**config.mk**
```make
export PLATFORM = sky130hd
export DESIGN_NAME = vc_port_controller
export DESIGN_NICKNAME = d
export VERILOG_FILES = /design/src/rtl/vc_port_controller.sv
export SDC_FILE = /design/constraint.sdc
export NUM_CORES = 1
export LEC_CHECK = 0
export CORE_MARGIN = 1.5
export CORE_UTILIZATION = 40
export CTS_CLUSTER_SIZE = 16
export DETAILED_ROUTE_END_ITERATION = 12
export PLACE_DENSITY = 0.87
export SYNTH_ARGS = -nofsm -noshare
export SYNTH_HDL_FRONTEND = slang
export SYNTH_SLANG_ARGS = --single-unit
```
**constraint.sdc**
```tcl
create_clock -name clk -period 7 [get_ports clk]
set_input_delay 0.7 -clock clk [delete_from_list [all_inputs] [get_ports clk]]
set_output_delay 0.7 -clock clk [all_outputs]
set_load 0.005 [all_outputs]
```
**src/rtl/vc_port_controller.sv**
```systemverilog
// ----------------------------------------------------------------------------
// vc_port_controller
//
// Input-port control for a virtual-channel router. One instance sits at each
// router input port. It:
//   * demultiplexes incoming flits onto the external per-VC FIFOs (push only;
//     the flit data goes straight from upstream into the FIFO),
//   * runs one packet FSM per VC (IDLE -> REQ -> ACTIVE) that requests an
//     output port from the switch allocator and holds it for the packet,
//   * drops orphan body/tail flits that reach an idle VC and counts them,
//   * round-robin multiplexes the granted VCs onto the single crossbar input.
//
// Ports
//   clk, rst          clock, asynchronous active-low reset
//   in_valid/in_vc    upstream flit valid and its VC
//   in_ready          upstream ready (selected VC FIFO not full)
//   buf_push/buf_pop  per-VC FIFO push / pop strobes
//   buf_full/empty    per-VC FIFO status
//   buf_head_data     per-VC FIFO head words, VC v at [v*DATA_WIDTH +: DATA_WIDTH]
//   route_req_valid   per-VC route request valid (VC in REQ)
//   route_req         per-VC requested output port, latched from the head flit
//   route_grant       per-VC grant pulse from the switch allocator
//   route_release     per-VC one-cycle release pulse after a packet's last pop
//   out_valid/ready   crossbar-side handshake
//   out_vc/out_data   selected VC and its head word
//   err_count         saturating count of dropped orphan flits
//
// Flit type lives in data[DATA_WIDTH-1 -: TYPE_WIDTH]:
//   00 single (head+tail), 01 head, 10 body, 11 tail.
// ----------------------------------------------------------------------------
module vc_port_controller #(
  parameter int VC            = 4,
  parameter int DATA_WIDTH    = 32,
  parameter int TYPE_WIDTH    = 2,
  parameter int REQUEST_WIDTH = 2,
  parameter int VCW           = $clog2(VC),
  parameter int ERR_WIDTH     = 8
) (
  input  logic                          clk,
  input  logic                          rst,

  input  logic                          in_valid,
  input  logic [VCW-1:0]                in_vc,
  output logic                          in_ready,

  output logic [VC-1:0]                 buf_push,
  input  logic [VC-1:0]                 buf_full,
  input  logic [VC-1:0]                 buf_empty,
  input  logic [VC*DATA_WIDTH-1:0]      buf_head_data,
  output logic [VC-1:0]                 buf_pop,

  output logic [VC-1:0]                 route_req_valid,
  output logic [VC*REQUEST_WIDTH-1:0]   route_req,
  input  logic [VC-1:0]                 route_grant,
  output logic [VC-1:0]                 route_release,

  output logic                          out_valid,
  input  logic                          out_ready,
  output logic [VCW-1:0]                out_vc,
  output logic [DATA_WIDTH-1:0]         out_data,

  output logic [ERR_WIDTH-1:0]          err_count
);

  typedef enum logic [1:0] {
    ST_IDLE   = 2'd0,
    ST_REQ    = 2'd1,
    ST_ACTIVE = 2'd2
  } vc_state_e;

  localparam logic [TYPE_WIDTH-1:0] TYPE_SINGLE = TYPE_WIDTH'(0);
  localparam logic [TYPE_WIDTH-1:0] TYPE_HEAD   = TYPE_WIDTH'(1);
  localparam logic [TYPE_WIDTH-1:0] TYPE_TAIL   = TYPE_WIDTH'(3);

  // --------------------------------------------------------------------------
  // State
  // --------------------------------------------------------------------------
  vc_state_e                  state_q [VC];
  vc_state_e                  state_d [VC];
  logic [REQUEST_WIDTH-1:0]   req_q   [VC];
  logic [REQUEST_WIDTH-1:0]   req_d   [VC];
  logic [VC-1:0]              release_q, release_d;
  logic [VCW-1:0]             rr_q, rr_d;
  logic [ERR_WIDTH-1:0]       err_q, err_d;

  // --------------------------------------------------------------------------
  // Head-flit decode and per-VC qualifiers
  // --------------------------------------------------------------------------
  logic [TYPE_WIDTH-1:0]      head_type     [VC];
  logic [REQUEST_WIDTH-1:0]   head_req      [VC];
  logic [VC-1:0]              head_is_start;  // single or head: opens a packet
  logic [VC-1:0]              head_is_end;    // single or tail: closes a packet
  logic [VC-1:0]              drop;           // orphan at the front of an idle VC
  logic [VC-1:0]              eligible;       // active VC with a flit to send
  logic [VC-1:0]              out_pop;        // pop caused by the output handshake

  // NOTE: every signal assigned in an always_comb gets a default before any
  // conditional assignment, so no path leaves it holding an old value (latch).
  always_comb begin
    head_is_start = '0;
    head_is_end   = '0;
    drop          = '0;
    eligible      = '0;
    for (int v = 0; v < VC; v++) begin
      head_type[v]     = buf_head_data[v*DATA_WIDTH + DATA_WIDTH - 1 -: TYPE_WIDTH];
      head_req[v]      = buf_head_data[v*DATA_WIDTH +: REQUEST_WIDTH];
      head_is_start[v] = (head_type[v] == TYPE_SINGLE) || (head_type[v] == TYPE_HEAD);
      head_is_end[v]   = (head_type[v] == TYPE_SINGLE) || (head_type[v] == TYPE_TAIL);
      // Drops are gated by reset so buf_pop stays low while the block is held.
      drop[v]          = rst && (state_q[v] == ST_IDLE) && !buf_empty[v] && !head_is_start[v];
      eligible[v]      = (state_q[v] == ST_ACTIVE) && !buf_empty[v];
    end
  end

  // --------------------------------------------------------------------------
  // Input demux
  // --------------------------------------------------------------------------
  // Walking the VCs instead of indexing with in_vc keeps an out-of-range VC
  // number (non-power-of-two VC counts) from addressing a missing FIFO.
  always_comb begin
    in_ready = 1'b0;
    buf_push = '0;
    for (int v = 0; v < VC; v++) begin
      if (in_vc == VCW'(v)) begin
        in_ready    = !buf_full[v];
        buf_push[v] = in_valid && !buf_full[v];
      end
    end
  end

  // --------------------------------------------------------------------------
  // Round-robin output arbiter
  // --------------------------------------------------------------------------
  // Search starts at rr_q and wraps; the first eligible VC wins. rr_q only
  // moves on a completed handshake, so the choice is stable under backpressure.
  logic           found;
  logic [VCW-1:0] sel;
  logic           out_fire;

  always_comb begin
    found = 1'b0;
    sel   = '0;
    for (int i = 0; i < VC; i++) begin
      if (!found && eligible[(int'(rr_q) + i) % VC]) begin
        found = 1'b1;
        sel   = VCW'((int'(rr_q) + i) % VC);
      end
    end
  end

  assign out_valid = found;
  assign out_vc    = sel;
  assign out_data  = buf_head_data[int'(sel)*DATA_WIDTH +: DATA_WIDTH];
  assign out_fire  = out_valid && out_ready;

  always_comb begin
    out_pop = '0;
    for (int v = 0; v < VC; v++) begin
      out_pop[v] = out_fire && (sel == VCW'(v));
    end
  end

  // An idle VC can only drop and an active VC can only send, so the two pop
  // sources never hit the same VC in one cycle.
  assign buf_pop = drop | out_pop;

  always_comb begin
    rr_d = rr_q;
    if (out_fire) begin
      rr_d = VCW'((int'(sel) + 1) % VC);
    end
  end

  // --------------------------------------------------------------------------
  // Per-VC packet FSM: next-state logic
  // --------------------------------------------------------------------------
  always_comb begin
    release_d = '0;
    err_d     = err_q;
    for (int v = 0; v < VC; v++) begin
      state_d[v] = state_q[v];
      req_d[v]   = req_q[v];
      unique case (state_q[v])
        ST_IDLE: begin
          if (!buf_empty[v]) begin
            if (head_is_start[v]) begin
              state_d[v] = ST_REQ;
              req_d[v]   = head_req[v];
            end else if (drop[v] && (err_d != '1)) begin
              // Several VCs may drop in the same cycle; each one counts.
              err_d = err_d + ERR_WIDTH'(1);
            end
          end
        end
        ST_REQ: begin
          if (route_grant[v]) begin
            state_d[v] = ST_ACTIVE;
          end
        end
        ST_ACTIVE: begin
          // Any flit popped here is treated as part of the packet; only the
          // closing flit types end it.
          if (out_pop[v] && head_is_end[v]) begin
            state_d[v]   = ST_IDLE;
            release_d[v] = 1'b1;
          end
        end
        default: begin
          state_d[v] = ST_IDLE;
        end
      endcase
    end
  end

  // --------------------------------------------------------------------------
  // State registers
  // --------------------------------------------------------------------------
  // NOTE: sequential state uses non-blocking assignments so every flop samples
  // the pre-edge value of its neighbours, independent of statement order.
  // NOTE: the latched request array is only VC entries wide and must read as
  // zero after reset, so it is reset like any other register rather than being
  // left to power-up contents the way a storage RAM would be.
  always_ff @(posedge clk or negedge rst) begin
    if (!rst) begin
      for (int v = 0; v < VC; v++) begin
        state_q[v] <= ST_IDLE;
        req_q[v]   <= '0;
      end
      release_q <= '0;
      rr_q      <= '0;
      err_q     <= '0;
    end else begin
      state_q   <= state_d;
      req_q     <= req_d;
      release_q <= release_d;
      rr_q      <= rr_d;
      err_q     <= err_d;
    end
  end

  // --------------------------------------------------------------------------
  // Outputs derived from state
  // --------------------------------------------------------------------------
  always_comb begin
    route_req_valid = '0;
    route_req       = '0;
    for (int v = 0; v < VC; v++) begin
      route_req_valid[v]                        = (state_q[v] == ST_REQ);
      route_req[v*REQUEST_WIDTH +: REQUEST_WIDTH] = req_q[v];
    end
  end

  // The release pulse is registered: it appears the cycle after the last pop.
  assign route_release = release_q;
  assign err_count     = err_q;

endmodule

```
==> report_table.html, run 1 <==
<table>
<tr><th>Metric</th><th>Value</th></tr>
<tr><th colspan="2">Outcome</th></tr>
<tr><td>Run status</td><td>complete, no violations</td></tr>
<tr><th colspan="2">Floorplanning</th></tr>
<tr><td>Initial Util</td><td>41.8%</td></tr>
<tr><td>Top-Level Pins</td><td>214</td></tr>
<tr><td>Die Outline Area</td><td>10,300 um^2</td></tr>
<tr><td>Site Rows</td><td>35</td></tr>
<tr><td>Vertical die dimension</td><td>102 um</td></tr>
<tr><td>Floorplan die width</td><td>102 um</td></tr>
<tr><td>Std-Cell Core Area</td><td>9330 um^2</td></tr>
<tr><th colspan="2">Synth</th></tr>
<tr><td>Count leader, synth</td><td>sky130_fd_sc_hd__nand2_1</td></tr>
<tr><td>Leading post-synthesis cells by cell area</td><td>sky130_fd_sc_hd__dfrtp_1 (19%), sky130_fd_sc_hd__nand2_1 (16%), sky130_fd_sc_hd__a31oi_1 (5.9%)</td></tr>
<tr><td>Number of synthesized flops with an enable pin</td><td>0</td></tr>
<tr><td>Post-Synthesis Mean Instance Area</td><td>6.96 um^2</td></tr>
<tr><td>Dominant cell type by area after synthesis</td><td>sky130_fd_sc_hd__dfrtp_1</td></tr>
<tr><td>Number of standard cells after synthesis</td><td>560</td></tr>
<tr><td>Nets in the synthesized netlist</td><td>722</td></tr>
<tr><td>Synth Cell Area</td><td>3900 um^2</td></tr>
<tr><td>Share of async-settable or async-resettable flops after synthesis</td><td>100%</td></tr>
<tr><td>Area share of the largest cell type after synthesis</td><td>19.3%</td></tr>
<tr><td>Warnings from Yosys</td><td>0</td></tr>
<tr><td>Proportion of synthesized chip area in sequential cells</td><td>19.3%</td></tr>
<tr><td>Flip-flop and latch count after synthesis</td><td>30</td></tr>
<tr><td>Number of unique standard cell types used by synthesis</td><td>73</td></tr>
<tr><td>Commonest register cell after synthesis</td><td>sky130_fd_sc_hd__dfrtp_1</td></tr>
<tr><td>Top cell types by occurrence after synthesis</td><td>sky130_fd_sc_hd__nand2_1 (167), sky130_fd_sc_hd__a31oi_1 (37), sky130_fd_sc_hd__and3_1 (34)</td></tr>
<tr><th colspan="2">CTS</th></tr>
<tr><td>Post-CTS Setup Inserts</td><td>0</td></tr>
<tr><td>Count of cells resized by post-cts repair</td><td>0</td></tr>
<tr><td>Largest buffer count on any clock path</td><td>2</td></tr>
<tr><td>CTS root buf</td><td>sky130_fd_sc_hd__clkbuf_8</td></tr>
<tr><td>Clock network latency to the later pin of the worst-skew pair</td><td>0.29 ns</td></tr>
<tr><td>Clock-pin transition on the worst setup and hold timing paths</td><td>0.07 ns</td></tr>
<tr><td>TritonCTS clock tree</td><td>done</td></tr>
<tr><td>H-tree levels</td><td>2</td></tr>
<tr><td>Hold buffer count at cts</td><td>0</td></tr>
<tr><td>TritonCTS sink count</td><td>30</td></tr>
<tr><td>Cts bufs inserted</td><td>5</td></tr>
<tr><th colspan="2">STA</th></tr>
<tr><td>Final cycle utilization of the critical path</td><td>89.8%</td></tr>
<tr><td>Setup repair after global routing missed its margin</td><td>false</td></tr>
<tr><td>Worst-case clock skew</td><td>0.00703 ns</td></tr>
<tr><td>Number of failing setup endpoints in the final timing report</td><td>0</td></tr>
<tr><td>Min Clock Period, post-route</td><td>6.29 ns</td></tr>
<tr><td>Hold Slack</td><td>0.512 ns</td></tr>
<tr><td>Setup TNS Final</td><td>0 ns</td></tr>
<tr><td>Total count of max-transition violations in the final report</td><td>0</td></tr>
<tr><td>Worst-case headroom to the max-slew limit</td><td>25.3%</td></tr>
<tr><td>Actual slew at the worst max-slew pin</td><td>1.12 ns</td></tr>
<tr><td>Timing-limited maximum frequency</td><td>159 MHz</td></tr>
<tr><td>Final Hold Vio Count</td><td>0</td></tr>
<tr><th colspan="2">Setup path</th></tr>
<tr><td>Origin of the worst setup path</td><td>buf_head_data[30]</td></tr>
<tr><td>Worst r2r src</td><td>err_count[0]$_DFF_PN0_</td></tr>
<tr><td>Arrival time at the worst endpoint</td><td>6.46 ns</td></tr>
<tr><td>Master of the slowest instance on the critical path</td><td>sky130_fd_sc_hd__clkdlybuf4s50_1</td></tr>
<tr><td>Depth of the worst register-to-register path</td><td>20</td></tr>
<tr><td>Cell with the most instances on the worst path</td><td>sky130_fd_sc_hd__ha_1</td></tr>
<tr><td>Critical path, cell by cell</td><td>clkdlybuf4s50_1 -&gt; inv_1 -&gt; ha_1 -&gt; or3b_4 -&gt; a211o_1 -&gt; xnor2_1 -&gt; ha_1 -&gt; nor2b_1 -&gt; mux2i_1 -&gt; buf_4 -&gt; o21ai_0 -&gt; mux2_2 -&gt; ha_1 -&gt; o211ai_1 -&gt; o21ba_2 -&gt; a21boi_1 -&gt; mux2_2 -&gt; ha_1 -&gt; nand4_4 -&gt; nor4_4 -&gt; nor2_1 -&gt; mux2_1</td></tr>
<tr><td>Crit-path max cell delay</td><td>0.49 ns</td></tr>
<tr><td>Type of destination of the critical path</td><td>flip-flop</td></tr>
<tr><td>Worst reg2reg setup slack</td><td>1.17 ns</td></tr>
<tr><td>Startpoint-to-endpoint class of the critical path</td><td>input pin to flip-flop</td></tr>
<tr><td>FF-to-FF End</td><td>err_count[1]$_DFF_PN0_</td></tr>
<tr><td>Maximum fanout count along the critical path</td><td>10</td></tr>
<tr><td>Category of the worst setup path launch point</td><td>input pin</td></tr>
<tr><td>Data required, critical path</td><td>7.17 ns</td></tr>
<tr><th colspan="2">Detailed routing</th></tr>
<tr><td>Final Routed Wirelength</td><td>15.6 mm</td></tr>
<tr><td>Remaining DRCs</td><td>0</td></tr>
<tr><td>Detail Route Antenna Nets</td><td>0</td></tr>
<tr><td>Mean number of vias per cell</td><td>5.67</td></tr>
<tr><td>Routed wire length per instance</td><td>17.6 um</td></tr>
<tr><td>Iteration count of the initial detailed-routing pass</td><td>5</td></tr>
<tr><td>Count of vias placed by the detailed router</td><td>5,015</td></tr>
<tr><td>Iteration-0 DRC Markers</td><td>308</td></tr>
<tr><th colspan="2">Pwr</th></tr>
<tr><td>Total Power</td><td>1980 uW</td></tr>
<tr><td>Worst supply voltage drop on vdd</td><td>0.000210 V</td></tr>
<tr><td>Static Leakage</td><td>0.00258 uW</td></tr>
<tr><td>PwrDens</td><td>319 nW/um^2</td></tr>
<tr><th colspan="2">Global route</th></tr>
<tr><td>Remaining global-route overflow</td><td>0</td></tr>
<tr><td>Initial antenna violation count</td><td>0</td></tr>
<tr><td>Maximum number of pins on one net before global-route repair</td><td>70</td></tr>
<tr><td>Overall Global Routing Usage</td><td>28.8%</td></tr>
<tr><td>Vias in the first global route</td><td>4,716</td></tr>
<tr><td>Wire length of the first global-routing pass</td><td>23.3 mm</td></tr>
<tr><th colspan="2">Flow run</th></tr>
<tr><td>MaxCap Viol Count</td><td>0</td></tr>
<tr><th colspan="2">Hold path</th></tr>
<tr><td>Min-Delay Startpoint</td><td>route_req[4]$_DFFE_PN0P_</td></tr>
<tr><td>Number of cells on the worst hold path</td><td>1</td></tr>
<tr><td>Terminating pin of the worst hold path</td><td>route_req[4]$_DFFE_PN0P_</td></tr>
<tr><td>Path class of the lowest-slack min-delay path</td><td>flip-flop to flip-flop</td></tr>
<tr><th colspan="2">Placed design</th></tr>
<tr><td>Port-buffer cells</td><td>213</td></tr>
<tr><td>GPL Wtd Cong</td><td>0.903</td></tr>
<tr><td>Number of placed instances with taps included</td><td>877</td></tr>
<tr><td>Instance area after placement</td><td>6100 um^2</td></tr>
<tr><td>Dpl hpwl</td><td>12.4 mm</td></tr>
<tr><th colspan="2">Cells and area</th></tr>
<tr><td>Proportion of layout cells with a drive suffix above 1</td><td>6.75%</td></tr>
<tr><td>Area growth from synthesis to final layout</td><td>59.0%</td></tr>
<tr><td>Post-layout net count</td><td>917</td></tr>
<tr><td>Inserted Diodes</td><td>0</td></tr>
<tr><td>Final cell area excluding filler cells</td><td>6200 um^2</td></tr>
<tr><td>Final cell count without fillers</td><td>885</td></tr>
</table>
## flip-flops by register name, indices dropped and copies added (netlist names)
name,flops
rr_q,2
state_q,8
route_release,4
route_req,8
err_count,8
## worst max-delay path by stage
stage / endpoint / slack [ns]
global route: err_count[1]$_DFF_PN0_ / 0.32
detailed placement: err_count[1]$_DFF_PN0_ / 0.52
CTS: err_count[1]$_DFF_PN0_ / 0.79
global placement: err_count[1]$_DFF_PN0_ / 0.71
floorplan: err_count[1]$_DFF_PN0_ / 1.42
finish: err_count[1]$_DFF_PN0_ / 0.71
## power by group
group / switching [uW] / total, uW / internal [uW]
Sequential: 106 / 345 / 239
Combinational: 738 / 1480 / 741
Clock: 73.9 / 153 / 79.0
Total: 918 / 1980 / 1060
## cell usage in the layout (no fill, tap or decap), types with 5 or more instances in the layout
| master | n |
|---|---|
| sky130_fd_sc_hd__clkdlybuf4s50_1 | 213 |
| sky130_fd_sc_hd__nand2_1 | 167 |
| sky130_fd_sc_hd__a31oi_1 | 37 |
| sky130_fd_sc_hd__and3_1 | 34 |
| sky130_fd_sc_hd__nor2_1 | 31 |
| sky130_fd_sc_hd__dfrtp_1 | 30 |
| sky130_fd_sc_hd__o21ai_0 | 22 |
| sky130_fd_sc_hd__mux2_2 | 17 |
| sky130_fd_sc_hd__ha_1 | 16 |
| sky130_fd_sc_hd__inv_1 | 13 |
| sky130_fd_sc_hd__nor3_1 | 11 |
| sky130_fd_sc_hd__nand3_1 | 10 |
| sky130_fd_sc_hd__a21oi_1 | 9 |
| sky130_fd_sc_hd__and2_1 | 8 |
| sky130_fd_sc_hd__mux2i_1 | 8 |
| sky130_fd_sc_hd__nand2b_1 | 8 |
| sky130_fd_sc_hd__nor4_1 | 8 |
| sky130_fd_sc_hd__xnor2_1 | 7 |
| sky130_fd_sc_hd__nor2b_1 | 6 |
| sky130_fd_sc_hd__nor3b_1 | 6 |
| sky130_fd_sc_hd__o211ai_1 | 6 |
| sky130_fd_sc_hd__a21o_1 | 6 |
| sky130_fd_sc_hd__clkbuf_8 | 6 |
| sky130_fd_sc_hd__nand4_1 | 5 |
| sky130_fd_sc_hd__xor2_1 | 5 |
| sky130_fd_sc_hd__a211oi_1 | 5 |
| sky130_fd_sc_hd__buf_4 | 5 |
## through the flow
step	setup WS, ns	util [%]
3_3_place_gp	0.706	65.4
2_1_floorplan	1.42	-
5_1_grt	0.323	66.5
3_5_place_dp	0.523	65.4
6_report	0.715	66.5
4_1_cts	0.793	66.5
## kinds of logic after synthesis
group / share of synthesized area [%]
muxes: 8.22
adders and majority gates: 5.14
xor gates and xnor gates: 2.70
buffers and inverters: 4.85
DFF: 19.3
and+or+nand+nor: 39.8
AOI/OAI and AO/OA: 20.0
## cell type report
class	count	area (um^2)
Sequential cell	30	751
Clock inverter	2	12.5
Fill cell	805	3130
Multi-Input combinational cell	486	2970
Inverter	14	52.6
Tap cell	129	161
Timing Repair Buffer	218	2170
Clock buffer	6	82.6
## worst max-delay path, delay by kind of cell
kind / cells / cell delay [ns]
compound gates: 5 / 1.42
mux: 4 / 1.28
fa+ha+maj: 4 / 1.03
simple gates: 5 / 0.94
buf+inv: 3 / 0.73
xor+xnor: 1 / 0.34
## per-layer routing
| layer | part of all wire (%) | routed length [um] | track usage (%) | up-vias |
|---|---|---|---|---|
| met4 | 2.4 | 380 | 8.87 | 0 |
| met3 | 8.0 | 1250 | 5.94 | 35 |
| met1 | 40 | 6240 | 36.1 | 2328 |
| li1 | - | - | - | 2399 |
| met5 | 0 | 0 | 0 | - |
| met2 | 50 | 7740 | 49.6 | 253 |
Note: power is estimated with default switching activity, not from simulation.
==> run 2, diff against run 1 <==
REMOVE_ABC_BUFFERS = 1   (was default)
==> run 2 against run 1 <==
Cell area fell by 0.18%. Critical path depth stayed put. Core utilization down 0.12 points. Maximum frequency rose by 1.2%. Flip-flop and latch count stayed put. Worst hold slack improved by 0.0029 ns. Clock skew shrank 0.0015 ns. Clock-buffer cell count grew 1. Sequential power is 2% higher. Combinational power barely moved. Clock power is 5% lower. Critical endpoint unchanged. Largest cell class unchanged. Largest power group unchanged. Highest routed layer is now met5.
==> report_table.html, run 2 (synthesized netlist as in run 1, its figures left out) <==
<table>
<tr><th>Metric</th><th>Value</th></tr>
<tr><th colspan="2">Floorplanning</th></tr>
<tr><td>Floorplan die width</td><td>102 um (unchanged)</td></tr>
<tr><td>Site Rows</td><td>35 (unchanged)</td></tr>
<tr><td>Die Outline Area</td><td>10,300 um^2 (unchanged)</td></tr>
<tr><td>Initial Util</td><td>41.8% (unchanged)</td></tr>
<tr><td>Std-Cell Core Area</td><td>9330 um^2 (unchanged)</td></tr>
<tr><td>Top-Level Pins</td><td>214 (unchanged)</td></tr>
<tr><td>Vertical die dimension</td><td>102 um (unchanged)</td></tr>
<tr><th colspan="2">Cells and area</th></tr>
<tr><td>Layout fillers</td><td>807 (+0.25%)</td></tr>
<tr><td>Post-layout net count</td><td>916 (-0.11%)</td></tr>
<tr><td>Proportion of layout cells with a drive suffix above 1</td><td>6.49% (-0.26 points)</td></tr>
<tr><td>Most frequent standard cell in the layout excluding fill and tap cells</td><td>sky130_fd_sc_hd__clkdlybuf4s50_1</td></tr>
<tr><td>Final cell area excluding filler cells</td><td>6190 um^2 (-0.18%)</td></tr>
<tr><td>Area growth from synthesis to final layout</td><td>58.7%</td></tr>
<tr><td>Commonest cells after routing, fill and taps aside</td><td>sky130_fd_sc_hd__clkdlybuf4s50_1 (213), sky130_fd_sc_hd__nand2_1 (167), sky130_fd_sc_hd__a31oi_1 (37)</td></tr>
<tr><td>Inserted Diodes</td><td>0 (unchanged)</td></tr>
<tr><th colspan="2">CTS</th></tr>
<tr><td>Post-CTS Setup Inserts</td><td>0 (unchanged)</td></tr>
<tr><td>TritonCTS clock tree</td><td>done</td></tr>
<tr><td>Largest buffer count on any clock path</td><td>2 (unchanged)</td></tr>
<tr><td>Clock network latency to the later pin of the worst-skew pair</td><td>0.29 ns (about the same)</td></tr>
<tr><td>H-tree levels</td><td>2 (unchanged)</td></tr>
<tr><td>Count of cells resized by post-cts repair</td><td>0 (unchanged)</td></tr>
<tr><td>Hold buffer count at cts</td><td>0 (unchanged)</td></tr>
<tr><td>CTS root buf</td><td>sky130_fd_sc_hd__clkbuf_8</td></tr>
<tr><td>Cts bufs inserted</td><td>5 (unchanged)</td></tr>
<tr><td>Clock-pin transition on the worst setup and hold timing paths</td><td>0.06 ns (about the same)</td></tr>
<tr><td>TritonCTS sink count</td><td>30 (unchanged)</td></tr>
<tr><th colspan="2">Setup path</th></tr>
<tr><td>Type of destination of the critical path</td><td>flip-flop</td></tr>
<tr><td>Data required, critical path</td><td>7.17 ns (about the same)</td></tr>
<tr><td>Maximum fanout count along the critical path</td><td>10 (unchanged)</td></tr>
<tr><td>Master of the slowest instance on the critical path</td><td>sky130_fd_sc_hd__clkdlybuf4s50_1</td></tr>
<tr><td>Worst r2r src</td><td>err_count[0]$_DFF_PN0_</td></tr>
<tr><td>Startpoint-to-endpoint class of the critical path</td><td>input pin to flip-flop</td></tr>
<tr><td>Category of the worst setup path launch point</td><td>input pin</td></tr>
<tr><td>Arrival time at the worst endpoint</td><td>6.38 ns (-0.08 ns)</td></tr>
<tr><td>Crit-path max cell delay</td><td>0.46 ns (-0.03 ns)</td></tr>
<tr><td>Critical path, cell by cell</td><td>clkdlybuf4s50_1 -&gt; inv_1 -&gt; ha_1 -&gt; or3b_4 -&gt; a211o_1 -&gt; xnor2_1 -&gt; ha_1 -&gt; nor2b_1 -&gt; mux2i_1 -&gt; buf_4 -&gt; o21ai_0 -&gt; mux2_2 -&gt; ha_1 -&gt; o211ai_1 -&gt; o21ba_2 -&gt; a21boi_1 -&gt; xor2_1 -&gt; ha_1 -&gt; nand4_4 -&gt; nor4_4 -&gt; nor2_1 -&gt; mux2_1</td></tr>
<tr><td>Depth of the worst register-to-register path</td><td>20 (unchanged)</td></tr>
<tr><td>Cell with the most instances on the worst path</td><td>sky130_fd_sc_hd__ha_1</td></tr>
<tr><td>Number of logic stages on the critical path including buffering</td><td>22 (unchanged)</td></tr>
<tr><td>WP buf/inv</td><td>3 (unchanged)</td></tr>
<tr><td>FF-to-FF End</td><td>err_count[1]$_DFF_PN0_</td></tr>
<tr><td>Crit path max-delay family</td><td>compound AO/OA/AOI/OAI gates</td></tr>
<tr><td>Worst reg2reg setup slack</td><td>1.21 ns (+0.04 ns)</td></tr>
<tr><th colspan="2">Hold path</th></tr>
<tr><td>Min-Delay Startpoint</td><td>route_req[5]$_DFFE_PN0P_</td></tr>
<tr><td>Path class of the lowest-slack min-delay path</td><td>flip-flop to flip-flop</td></tr>
<tr><td>Number of cells on the worst hold path</td><td>1 (unchanged)</td></tr>
<tr><td>Terminating pin of the worst hold path</td><td>route_req[5]$_DFFE_PN0P_</td></tr>
<tr><th colspan="2">STA</th></tr>
<tr><td>Min Clock Period, post-route</td><td>6.21 ns (-0.0729 ns)</td></tr>
<tr><td>Setup TNS Final</td><td>0 ns (unchanged)</td></tr>
<tr><td>Worst-case clock skew</td><td>0.00552 ns (-0.00151 ns)</td></tr>
<tr><td>Worst-case headroom to the max-slew limit</td><td>28.1% (+2.8 points)</td></tr>
<tr><td>Setup repair after global routing missed its margin</td><td>false</td></tr>
<tr><td>Timing-limited maximum frequency</td><td>161 MHz (+1.2%)</td></tr>
<tr><td>Final Hold Vio Count</td><td>0 (unchanged)</td></tr>
<tr><td>Final cycle utilization of the critical path</td><td>88.8% (-1.0 points)</td></tr>
<tr><td>Total count of max-transition violations in the final report</td><td>0 (unchanged)</td></tr>
<tr><td>Actual slew at the worst max-slew pin</td><td>1.08 ns (-0.0423 ns)</td></tr>
<tr><td>Hold Slack</td><td>0.515 ns (+0.00285 ns)</td></tr>
<tr><td>Number of failing setup endpoints in the final timing report</td><td>0 (unchanged)</td></tr>
<tr><th colspan="2">Detailed routing</th></tr>
<tr><td>Routed wire length per instance</td><td>17.9 um (+1.6%)</td></tr>
<tr><td>Remaining DRCs</td><td>0 (unchanged)</td></tr>
<tr><td>Iteration-0 DRC Markers</td><td>270 (-12%)</td></tr>
<tr><td>Final Routed Wirelength</td><td>15.8 mm (+1.5%)</td></tr>
<tr><td>Detail Route Antenna Nets</td><td>0 (unchanged)</td></tr>
<tr><td>Iteration count of the initial detailed-routing pass</td><td>5 (unchanged)</td></tr>
<tr><td>Count of vias placed by the detailed router</td><td>4,961 (-1.1%)</td></tr>
<tr><td>Mean number of vias per cell</td><td>5.61 (-0.96%)</td></tr>
<tr><th colspan="2">Pwr</th></tr>
<tr><td>Static Leakage</td><td>0.00258 uW (-0.13%)</td></tr>
<tr><td>PwrDens</td><td>319 nW/um^2 (about the same)</td></tr>
<tr><td>Worst supply voltage drop on vdd</td><td>0.000318 V (+51%)</td></tr>
<tr><th colspan="2">Placed design</th></tr>
<tr><td>Dpl hpwl</td><td>12.9 mm (+3.9%)</td></tr>
<tr><td>GPL Wtd Cong</td><td>0.943 (+4.5%)</td></tr>
<tr><td>Instance area after placement</td><td>6100 um^2 (-0.12%)</td></tr>
<tr><td>Port-buffer cells</td><td>213 (unchanged)</td></tr>
<tr><th colspan="2">Global route</th></tr>
<tr><td>Wire length of the first global-routing pass</td><td>24.1 mm (+3.3%)</td></tr>
<tr><td>Overall Global Routing Usage</td><td>30.1% (+1.3 points)</td></tr>
<tr><td>Vias in the first global route</td><td>4,813 (+2.1%)</td></tr>
<tr><td>Maximum number of pins on one net before global-route repair</td><td>70 (unchanged)</td></tr>
<tr><td>Initial antenna violation count</td><td>1 (+1)</td></tr>
<tr><td>Remaining global-route overflow</td><td>0 (unchanged)</td></tr>
<tr><th colspan="2">Outcome</th></tr>
<tr><td>Run status</td><td>complete, no violations</td></tr>
<tr><th colspan="2">Flow run</th></tr>
<tr><td>MaxCap Viol Count</td><td>0 (unchanged)</td></tr>
</table>
run 2: cell types whose count changed in the layout (fill, tap and decap cells not counted):
| cell | previous run | this run |
|---|---|---|
| sky130_fd_sc_hd__buf_4 | 5 | 4 |
| sky130_fd_sc_hd__clkbuf_1 | 0 | 1 |
| sky130_fd_sc_hd__clkinvlp_4 | 1 | 0 |
run 2: worst max-delay path by stage:
stage / from / slack (ns) / endpoint
final: buf_head_data[31] / 0.79 / err_count[1]$_DFF_PN0_
after global routing: buf_head_data[31] / 0.47 / err_count[1]$_DFF_PN0_
after CTS: buf_head_data[31] / 0.82 / err_count[1]$_DFF_PN0_
after detailed placement: buf_head_data[31] / 0.52 / err_count[1]$_DFF_PN0_
after global placement: buf_head_data[30] / 0.66 / err_count[1]$_DFF_PN0_
after floorplan: buf_empty[0] / 1.29 / buf_pop[0]
run 2: through the flow:
| stage | power, uW | worst slack (ns) | std cells | util (%) |
|---|---|---|---|---|
| floorplan | 1060 | 1.29 | 530 | - |
| global placement | 1800 | 0.663 | 876 | 65.4 |
| detailed placement | 1810 | 0.525 | 876 | 65.4 |
| CTS | 1970 | 0.822 | 884 | 66.3 |
| global route | 2120 | 0.473 | 884 | 66.3 |
| finish | 1970 | 0.787 | 884 | 66.3 |
run 2: routing by layer:
metal	track usage [%]	part of all wire [%]	wire [um]
met4	12.5	3.5	550
met5	0	0.082	13
met2	52.7	51	8130
met1	35.3	37	5860
met3	6.69	8.1	1290
run 2: power by group:
| part | total (uW) | switching (uW) | internal, uW |
|---|---|---|---|
| combinational | 1470 | 738 | 736 |
| clock | 146 | 66.8 | 79.2 |
| sequential | 352 | 113 | 239 |
run 2: final cells by class:
| type | instances | area, um^2 | area share, % |
|---|---|---|---|
| Multi-Input combinational cell | 486 | 2970 | 48.0 |
| Timing Repair Buffer | 217 | 2160 | 34.9 |
| Tap cell | 129 | 161 | 2.61 |
| Clock buffer | 7 | 86.3 | 1.40 |
| Clock inverter | 1 | 5.00 | 0.0809 |
| Inverter | 14 | 52.6 | 0.849 |
| Sequential cell | 30 | 751 | 12.1 |
